==> src/rtl/sipo_pkg.sv <==
// Shared types and helpers for the serial-in/parallel-out capture stage.
// Optional feature macro: PARITY_CHECK_EN (adds a trailing even-parity bit).
package sipo_pkg;

    localparam int DEFAULT_WIDTH = 8;

    typedef enum logic [1:0] {
        IDLE   = 2'd0,
        SHIFT  = 2'd1,
        PARITY = 2'd2
    } sipo_state_e;

    // XOR-reduce of the word; an even-parity bit must equal this value.
    function automatic logic parity_even(input logic [15:0] word);
        return ^word;
    endfunction

endpackage

==> src/rtl/sipo_deserializer_if.sv <==
// Serial input strobes and parallel valid/ready output of the deserializer.
// Optional feature macro: PARITY_CHECK_EN (adds parity_err).
interface sipo_deserializer_if
    import sipo_pkg::*;
#(
    parameter int WIDTH = DEFAULT_WIDTH
);
    localparam int CW = $clog2(WIDTH + 1);

    logic             ser_in;
    logic             shift_en;
    logic             frame_start;
    logic             out_ready;
    logic             clr_ovr;
    logic [WIDTH-1:0] par_out;
    logic             out_valid;
    logic             overrun;
    logic [CW-1:0]    bit_cnt;
`ifdef PARITY_CHECK_EN
    logic             parity_err;
`endif

    modport master (
        output ser_in, shift_en, frame_start, out_ready, clr_ovr,
`ifdef PARITY_CHECK_EN
        input  parity_err,
`endif
        input  par_out, out_valid, overrun, bit_cnt
    );

    modport slave (
        input  ser_in, shift_en, frame_start, out_ready, clr_ovr,
`ifdef PARITY_CHECK_EN
        output parity_err,
`endif
        output par_out, out_valid, overrun, bit_cnt
    );

endinterface

==> src/rtl/sipo_out_buf.sv <==
// One-entry valid/ready holding register with a sticky overrun flag.
// A word offered while the entry is full and not being drained is dropped.
module sipo_out_buf
    import sipo_pkg::*;
#(
    parameter int DW = DEFAULT_WIDTH
) (
    input  logic          clk,
    input  logic          rst,
    input  logic          load,
    input  logic [DW-1:0] load_data,
    input  logic          out_ready,
    input  logic          clr_ovr,
    output logic [DW-1:0] data,
    output logic          valid,
    output logic          overrun
);

    logic room;
    assign room = !valid || out_ready;

    // Holding register: reload when there is room, otherwise drain on handshake.
    always_ff @(posedge clk) begin
        if (rst) begin
            data  <= '0;
            valid <= 1'b0;
        end else if (load && room) begin
            data  <= load_data;
            valid <= 1'b1;
        end else if (valid && out_ready) begin
            valid <= 1'b0;
        end
    end

    // Sticky overrun: a drop in the same cycle as clr_ovr keeps the flag set.
    always_ff @(posedge clk) begin
        if (rst) begin
            overrun <= 1'b0;
        end else if (load && !room) begin
            overrun <= 1'b1;
        end else if (clr_ovr) begin
            overrun <= 1'b0;
        end
    end

endmodule

==> src/rtl/sipo_deserializer.sv <==
// Serial-in/parallel-out capture stage fed by the parallel-load shifter's q.
// Optional feature macro: PARITY_CHECK_EN (one even-parity bit after each word).
module sipo_deserializer
    import sipo_pkg::*;
#(
    parameter int WIDTH     = DEFAULT_WIDTH,
    parameter bit MSB_FIRST = 1'b1
) (
    input logic               clk,
    input logic               rst,
    sipo_deserializer_if.slave bus
);

    localparam int CW = $clog2(WIDTH + 1);
    localparam logic [1:0]    ST_IDLE   = 2'(IDLE);
    localparam logic [1:0]    ST_SHIFT  = 2'(SHIFT);
    localparam logic [1:0]    ST_PARITY = 2'(PARITY);
    localparam logic [CW-1:0] LAST_BIT  = CW'(WIDTH - 1);

`ifdef PARITY_CHECK_EN
    localparam int DW = WIDTH + 1;
`else
    localparam int DW = WIDTH;
`endif

    logic [1:0]       state, state_nx;
    logic [WIDTH-1:0] shreg, shreg_nx, shifted, word_nx;
    logic [CW-1:0]    cnt, cnt_nx;
    logic             load;
    logic             perr_nx;
    logic [DW-1:0]    buf_in, buf_out;

    // Shift register contents after sampling ser_in this cycle.
    always_comb begin
        if (MSB_FIRST) shifted = {shreg[WIDTH-2:0], bus.ser_in};
        else           shifted = {bus.ser_in, shreg[WIDTH-1:1]};
    end

    // Next-state logic; frame_start in any state restarts on bit 0.
    always_comb begin
        state_nx = state;
        shreg_nx = shreg;
        cnt_nx   = cnt;
        load     = 1'b0;
        word_nx  = shifted;
        perr_nx  = 1'b0;
        if (bus.frame_start) begin
            state_nx = ST_SHIFT;
            if (bus.shift_en) begin
                shreg_nx = shifted;
                cnt_nx   = CW'(1);
            end else begin
                cnt_nx   = '0;
            end
        end else begin
            case (state)
                ST_SHIFT: begin
                    if (bus.shift_en) begin
                        shreg_nx = shifted;
                        if (cnt == LAST_BIT) begin
`ifdef PARITY_CHECK_EN
                            state_nx = ST_PARITY;
                            cnt_nx   = CW'(WIDTH);
`else
                            load     = 1'b1;
                            cnt_nx   = '0;
`endif
                        end else begin
                            cnt_nx = cnt + 1'b1;
                        end
                    end
                end
                ST_PARITY: begin
`ifdef PARITY_CHECK_EN
                    if (bus.shift_en) begin
                        load     = 1'b1;
                        word_nx  = shreg;
                        perr_nx  = parity_even(16'(shreg)) ^ bus.ser_in;
                        cnt_nx   = '0;
                        state_nx = ST_SHIFT;
                    end
`else
                    state_nx = ST_IDLE;
                    cnt_nx   = '0;
`endif
                end
                default: ;
            endcase
        end
    end

    // FSM, shift register and bit counter.
    always_ff @(posedge clk) begin
        if (rst) begin
            state <= ST_IDLE;
            shreg <= '0;
            cnt   <= '0;
        end else begin
            state <= state_nx;
            shreg <= shreg_nx;
            cnt   <= cnt_nx;
        end
    end

`ifdef PARITY_CHECK_EN
    assign buf_in         = {perr_nx, word_nx};
    assign bus.parity_err = buf_out[WIDTH];
`else
    assign buf_in = word_nx;
    logic unused_perr;
    assign unused_perr = perr_nx;
`endif

    sipo_out_buf #(.DW(DW)) u_out_buf (
        .clk       (clk),
        .rst       (rst),
        .load      (load),
        .load_data (buf_in),
        .out_ready (bus.out_ready),
        .clr_ovr   (bus.clr_ovr),
        .data      (buf_out),
        .valid     (bus.out_valid),
        .overrun   (bus.overrun)
    );

    assign bus.par_out = buf_out[WIDTH-1:0];
    assign bus.bit_cnt = cnt;

endmodule

==> src/flat_wrapper.sv <==
// flat-port wrapper written by rule: the top's interface ports become plain ports
module sipo_deserializer_flat import sipo_pkg::*;
#(
    parameter int WIDTH     = DEFAULT_WIDTH,
    parameter bit MSB_FIRST = 1'b1
)
  (clk, rst, bus_ser_in, bus_shift_en, bus_frame_start, bus_out_ready, bus_clr_ovr, bus_par_out, bus_out_valid, bus_overrun, bus_bit_cnt);
  sipo_deserializer_if #(.WIDTH(WIDTH)) bus_i ();
  input logic clk;
  input logic rst;
  input wire logic [$bits(bus_i.ser_in)-1:0] bus_ser_in;
  input wire logic [$bits(bus_i.shift_en)-1:0] bus_shift_en;
  input wire logic [$bits(bus_i.frame_start)-1:0] bus_frame_start;
  input wire logic [$bits(bus_i.out_ready)-1:0] bus_out_ready;
  input wire logic [$bits(bus_i.clr_ovr)-1:0] bus_clr_ovr;
  output wire logic [$bits(bus_i.par_out)-1:0] bus_par_out;
  output wire logic [$bits(bus_i.out_valid)-1:0] bus_out_valid;
  output wire logic [$bits(bus_i.overrun)-1:0] bus_overrun;
  output wire logic [$bits(bus_i.bit_cnt)-1:0] bus_bit_cnt;
  assign bus_i.ser_in = bus_ser_in;
  assign bus_i.shift_en = bus_shift_en;
  assign bus_i.frame_start = bus_frame_start;
  assign bus_i.out_ready = bus_out_ready;
  assign bus_i.clr_ovr = bus_clr_ovr;
  assign bus_par_out = bus_i.par_out;
  assign bus_out_valid = bus_i.out_valid;
  assign bus_overrun = bus_i.overrun;
  assign bus_bit_cnt = bus_i.bit_cnt;
  sipo_deserializer #(.WIDTH(WIDTH), .MSB_FIRST(MSB_FIRST)) u_core (.clk(clk), .rst(rst), .bus(bus_i));
endmodule
==> config.mk <==
export PLATFORM = sky130hd
export DESIGN_NAME = sipo_deserializer_flat
export DESIGN_NICKNAME = d
export VERILOG_FILES = /design/src/rtl/sipo_pkg.sv /design/src/rtl/sipo_deserializer_if.sv /design/src/rtl/sipo_out_buf.sv /design/src/rtl/sipo_deserializer.sv /design/src/flat_wrapper.sv
export SDC_FILE = /design/constraint.sdc
export NUM_CORES = 1
export LEC_CHECK = 0
export ABC_CLOCK_PERIOD_IN_PS = 2500
export CAP_MARGIN = 20
export CORE_ASPECT_RATIO = 1.4
export CORE_MARGIN = 2
export CORE_UTILIZATION = 45
export DETAILED_ROUTE_END_ITERATION = 12
export GPL_TIMING_DRIVEN = 0
export PLACE_DENSITY_LB_ADDON = 0.05
export SLEW_MARGIN = 30
export SYNTH_ARGS = -nofsm -noshare
export SYNTH_HDL_FRONTEND = slang
export SYNTH_SLANG_ARGS = --single-unit
==> constraint.sdc <==
create_clock -name clk -period 2.5 [get_ports clk]
set_input_delay 0.25 -clock clk [delete_from_list [all_inputs] [get_ports clk]]
set_output_delay 0.25 -clock clk [all_outputs]
set_load 0.01 [all_outputs]
# Word level (Yosys, flattened, before mapping)
# Cells that the tools add are included.
[classes]
addsub = 1
n_eq_ne = 2
reduce_logical = 11
mux = 17
[op_table]
columns = ["op", "n"]
rows = [
  ["$mux W8", 3],
  ["$mux W4", 4],
  ["$mux W1", 10],
  ["$reduce_bool A2 Y1", 3],
  ["$add A4 B1 Y4 const B", 1],
  ["$eq A4 B3 Y1 const B", 1],
  ["$logic_and A1 B1 Y1", 3],
  ["$ne A3 B3 Y1 const B", 1],
  ["$reduce_bool A3 Y1", 1],
  ["$logic_not A1 Y1", 2],
  ["$reduce_and A2 Y1", 1],
  ["$logic_or A1 B1 Y1", 1],
]
[totals]
out_inout_bits = 14
regBits = 23
input_bits = 7
elab_cells = 37

# Longest topological paths before layout
[logic_depth]
depth_word = 7
mapped_depth = 5
mapped_depth_nobuf = 4

# Hierarchy
# A second synthesis with hierarchy kept.
[hier_totals]
cells_unflattened = 93
area_unflattened_um2 = 938.4
[modules_own_cells]
columns = ["mod", "seq_area_each_um2", "instances", "area_per_inst_um2", "cells_each"]
rows = [
  ["sipo_deserializer", 240.2, 1, 496.7, 50],
  ["sipo_out_buf", 200.2, 1, 441.7, 43],
]

# Worst setup path after synthesis
# No wires, ideal clock.
[synth_timing]
path_type = "flip-flop to flip-flop"
startpoint = "reg u_core.cnt[0], in the netlist u_core.bus.bit_cnt[0]"
endpoint = "reg u_core.u_out_buf.data[0]"
setup_slack_ns = 1.142
setup_ns = 0.072
required_ns = 2.428
arrival_ns = 1.287
synth_period_minus_slack_ns = 1.358
n_path_buf = 1
path_stages_with_launch = 6
cell_sequence = "dfxtp_1 -> ha_1 -> nand2b_1 -> nor4b_1 -> buf_4 -> mux2i_1"
[synth_between]
elab_chain_len = 6
[synth_lines]
columns = ["item", "line_no", "rtl"]
rows = [
  ["start, declared", "sipo_deserializer.sv:28", "logic [CW-1:0] cnt, cnt_nx;"],
  ["start signal, assigned", "sipo_deserializer.sv:101", "cnt <= cnt_nx;"],
  ["$eq A4 B3 Y1", "sipo_deserializer.sv:60", "if (cnt == LAST_BIT) begin"],
  ["$mux W1", "sipo_deserializer.sv:60", ""],
  ["$mux W1", "sipo_deserializer.sv:58", "if (bus.shift_en) begin"],
  ["$mux W1", "sipo_deserializer.sv:56", "case (state)"],
  ["$mux W1", "sipo_deserializer.sv:47", "if (bus.frame_start) begin"],
  ["$logic_and A1 B1 Y1", "sipo_out_buf.sv:27", "end else if (load && room) begin"],
  ["end signal, assigned", "sipo_out_buf.sv:28", "data <= load_data;"],
  ["end, declared", "sipo_out_buf.sv:14", "output logic [DW-1:0] data,"],
]
# No other way between the ends.
# A chain may end at the register's enable or synchronous reset.

# Worst setup path in the final report
[layout_timing]
startpoint = "reg u_core.cnt[0], in the netlist u_core.bus.bit_cnt[0]"
endpoint = "out bus_bit_cnt[0]"
[layout_lines]
columns = ["item", "line_no", "rtl"]
rows = [
  ["end, declared", "flat_wrapper.sv:19", "output wire logic [$bits(bus_i.bit_cnt)-1:0] bus_bit_cnt;"],
]
# No word-level cell between the ends.

==> flow_metrics.env <==
export IMPL_status="finished, final reports clean"
export IMPL_grt_use_total_pct=14.9
export IMPL_antenna_cells=0
export IMPL_max_cap_violations=0
export IMPL_synthesis_area_um2=907
export IMPL_post_route_min_period_ns=1.53
export IMPL_antenna_found_initial=0
export IMPL_dpl_hpwl_um=1200
export IMPL_setup_viol=0
export IMPL_hp_start="bus_frame_start"
export IMPL_cp_top_family="buffers and inverters"
export IMPL_cts_max_level=1
export IMPL_drt_pass1_iter_count=3
export IMPL_place_congestion=0.664
export IMPL_p_leak_nw=0.412
export IMPL_cp_max_fo=5
export IMPL_p_int_mw=0.433
export IMPL_post_cts_setup_buffers=0
export IMPL_final_layout_size_suffix_gt1_share_pct=5.31
export IMPL_synth_edff_count=0
export IMPL_place_inst=131
export IMPL_start_kind="register"
export IMPL_wl_per_cell_um=11.6
export IMPL_clkTransAtPathRegs_ns=0.11
export IMPL_min_path_type="in2reg"
export IMPL_worstPathRequired_ns=2.25
export IMPL_ir_drop_mv=0.292
export IMPL_mostFrequentLayoutCell="dfxtp_1"
export IMPL_crit_chain="clkdlybuf4s50_1"
export IMPL_finalHoldViolations=0
export IMPL_worstSetupPathType="reg2out"
export IMPL_synth_nets=99
export IMPL_insertion_delay_ns=0.31
export IMPL_cts_resized=0
export IMPL_yosysTopAreaCell="dfxtp_1"
export IMPL_synth_top_cell_area_share_pct=48.6
export IMPL_fin_cells=134
export IMPL_io_pins=21
export IMPL_min_path_cells=3
export IMPL_reg2regPathDepth=5
export IMPL_reg2reg_to="u_core.u_out_buf.data[7]"
export IMPL_via_per_inst=5.01
export IMPL_grt_first_pass_wirelength_um=2680
export IMPL_period_share_pct=61.2
export IMPL_p_per_area_nw_per_um2=488
export IMPL_cts_tree="built"
export IMPL_nets=123
export IMPL_cts_made_buffers=3
export IMPL_slew_limit_headroom_pct=68.5
export IMPL_cts_root_buf="clkbuf_4"
export IMPL_synth_seq_cells=22
export IMPL_cts_sinks=22
export IMPL_p_switching_mw=0.126
export IMPL_dr_total_vias=671
export IMPL_initial_core_util_pct=47.1
export IMPL_rsz0062_at_grt="no"
export IMPL_ys_flop_type="dfxtp_1"
export IMPL_crit_path_end_kind="primary output"
export IMPL_layout_common_cells="22 x dfxtp_1, 19 x clkdlybuf4s50_1, 18 x nand2b_1"
export IMPL_cpPeakStageDelay_ns=0.56
export IMPL_crit_arrival_ns=1.28
export IMPL_setup_tns_ns=0
export IMPL_routed_wl_um=1560
export IMPL_io_buffers=19
export IMPL_worst_path_buf_inv=1
export IMPL_synth_cell_type_count=22
export IMPL_grt_max_degree=12
export IMPL_syn_inst=91
export IMPL_regToRegStartpoint="u_core.bus.bit_cnt[0]"
export IMPL_drc=0
export IMPL_cts_hold_buf=0
export IMPL_worstMarginPinSlew_ns=0.473
export IMPL_async_flop_share_pct=0
export IMPL_drt_iter0_drc=8
export IMPL_rows=19
export IMPL_r2r_slack_ns=1.00
export IMPL_hold_end="u_core.state[0]"
export IMPL_cpMaxStageDelayCell="clkdlybuf4s50_1"
export IMPL_switching_share_pct=22.6
export IMPL_synth_top_cells_by_area="dfxtp_1 49%, mux2i_1 18%, nand2b_1 12%"
export IMPL_core_region_area_um2=1930
export IMPL_skew_ns=0.00527
export IMPL_pwr_share_clk_pct=28.5
export IMPL_setup_slack_ns=0.971
export IMPL_die_x_um=41.9
export IMPL_postRouteAntennaNets=0
export IMPL_die_area_um2=2400
export IMPL_ys_warn_count=0
export IMPL_ys_seq_area_share_pct=48.6
export IMPL_fmax_mhz=654
export IMPL_dp_worst_setup_slack_ns=0.633
export IMPL_slew_viol_final=0
export IMPL_pwr_share_seq_pct=64.2
export IMPL_first_global_vias=664
export IMPL_die_h_um=57.1
export IMPL_gr_total_overflow=0
export IMPL_crit_start="u_core.bus.bit_cnt[0]"
export IMPL_area_growth_synth_to_final_pct=26.3
export IMPL_synth_avg_cell_area_um2=9.97
export IMPL_combPwrFrac_pct=7.3
export IMPL_clock_path_buffers=2
-- flip-flops by register name (all words and copies together), names as in the netlist --
register,count
u_core.shreg,7
u_core.bus.bit_cnt,4
u_core.state,1
u_core.u_out_buf.valid,1
u_core.u_out_buf.data,8
u_core.u_out_buf.overrun,1
-- routing by layer --
metal | up-vias | routed length (µm) | track usage (%)
met3 | 4 | 57 | 2.22
met2 | 14 | 770 | 25.9
met1 | 300 | 671 | 15.3
met5 | - | 0 | 0
met4 | 0 | 60 | 12.4
li1 | 353 | - | -
-- stage by stage --
stage          utilization, %  hold WS (ns)  cell area [µm²]  power (mW)
2_1_floorplan               -         0.394              907       0.391
3_3_place_gp             58.3         0.458             1120       0.408
3_5_place_dp             58.3         0.470             1120       0.409
4_1_cts                  59.5         0.308             1150       0.565
5_1_grt                  59.5         0.330             1150       0.584
6_report                 59.5         0.314             1150       0.559
-- layout make-up --
cell class              count  area (µm²)
plain buffers               5        22.5
repair buffers             19         190
fillers                   193         779
multi-input cells          64         444
well taps                  21        26.3
flip-flops and latches     22         440
clock buffers               3        22.5
-- how the worst max path moves through the flow --
stage                                     endpoint  cells after the start
after floorplan           u_core.u_out_buf.data[0]                      5
after global placement    u_core.u_out_buf.data[0]                      5
after detailed placement  u_core.u_out_buf.data[0]                      5
after CTS                           bus_bit_cnt[0]                      1
after global routing      u_core.u_out_buf.data[7]                      5
final                               bus_bit_cnt[0]                      1
-- logic make-up after synthesis --
kind of cell | after synthesis | synth area share, %
flops | 22 | 48.6
buf+inv | 5 | 2.48
fa+ha+maj | 1 | 1.38
xor+xnor | 1 | 0.966
mux | 16 | 17.7
compound gates | 7 | 4.83
simple gates | 39 | 24.1
-- cells in the mapped netlist (2+ instances only) --
library cell	count
dfxtp_1	22
nand2b_1	18
mux2i_1	16
nor2_1	9
clkbuf_1	4
a21oi_1	2
nand2_1	2
nand3_1	2
nor3_1	2
o21ai_0	2
-- power groups by stage --
stage                     clock network [mW]  registers, mW  logic (mW)
final                                  0.159          0.359      0.0409
after detailed placement                   0          0.367      0.0416
after global placement                     0          0.367      0.0407
after global routing                   0.179          0.360      0.0442
after CTS                              0.164          0.359      0.0416
after floorplan                            0          0.367      0.0244
Power figures use the tool's default switching activity.
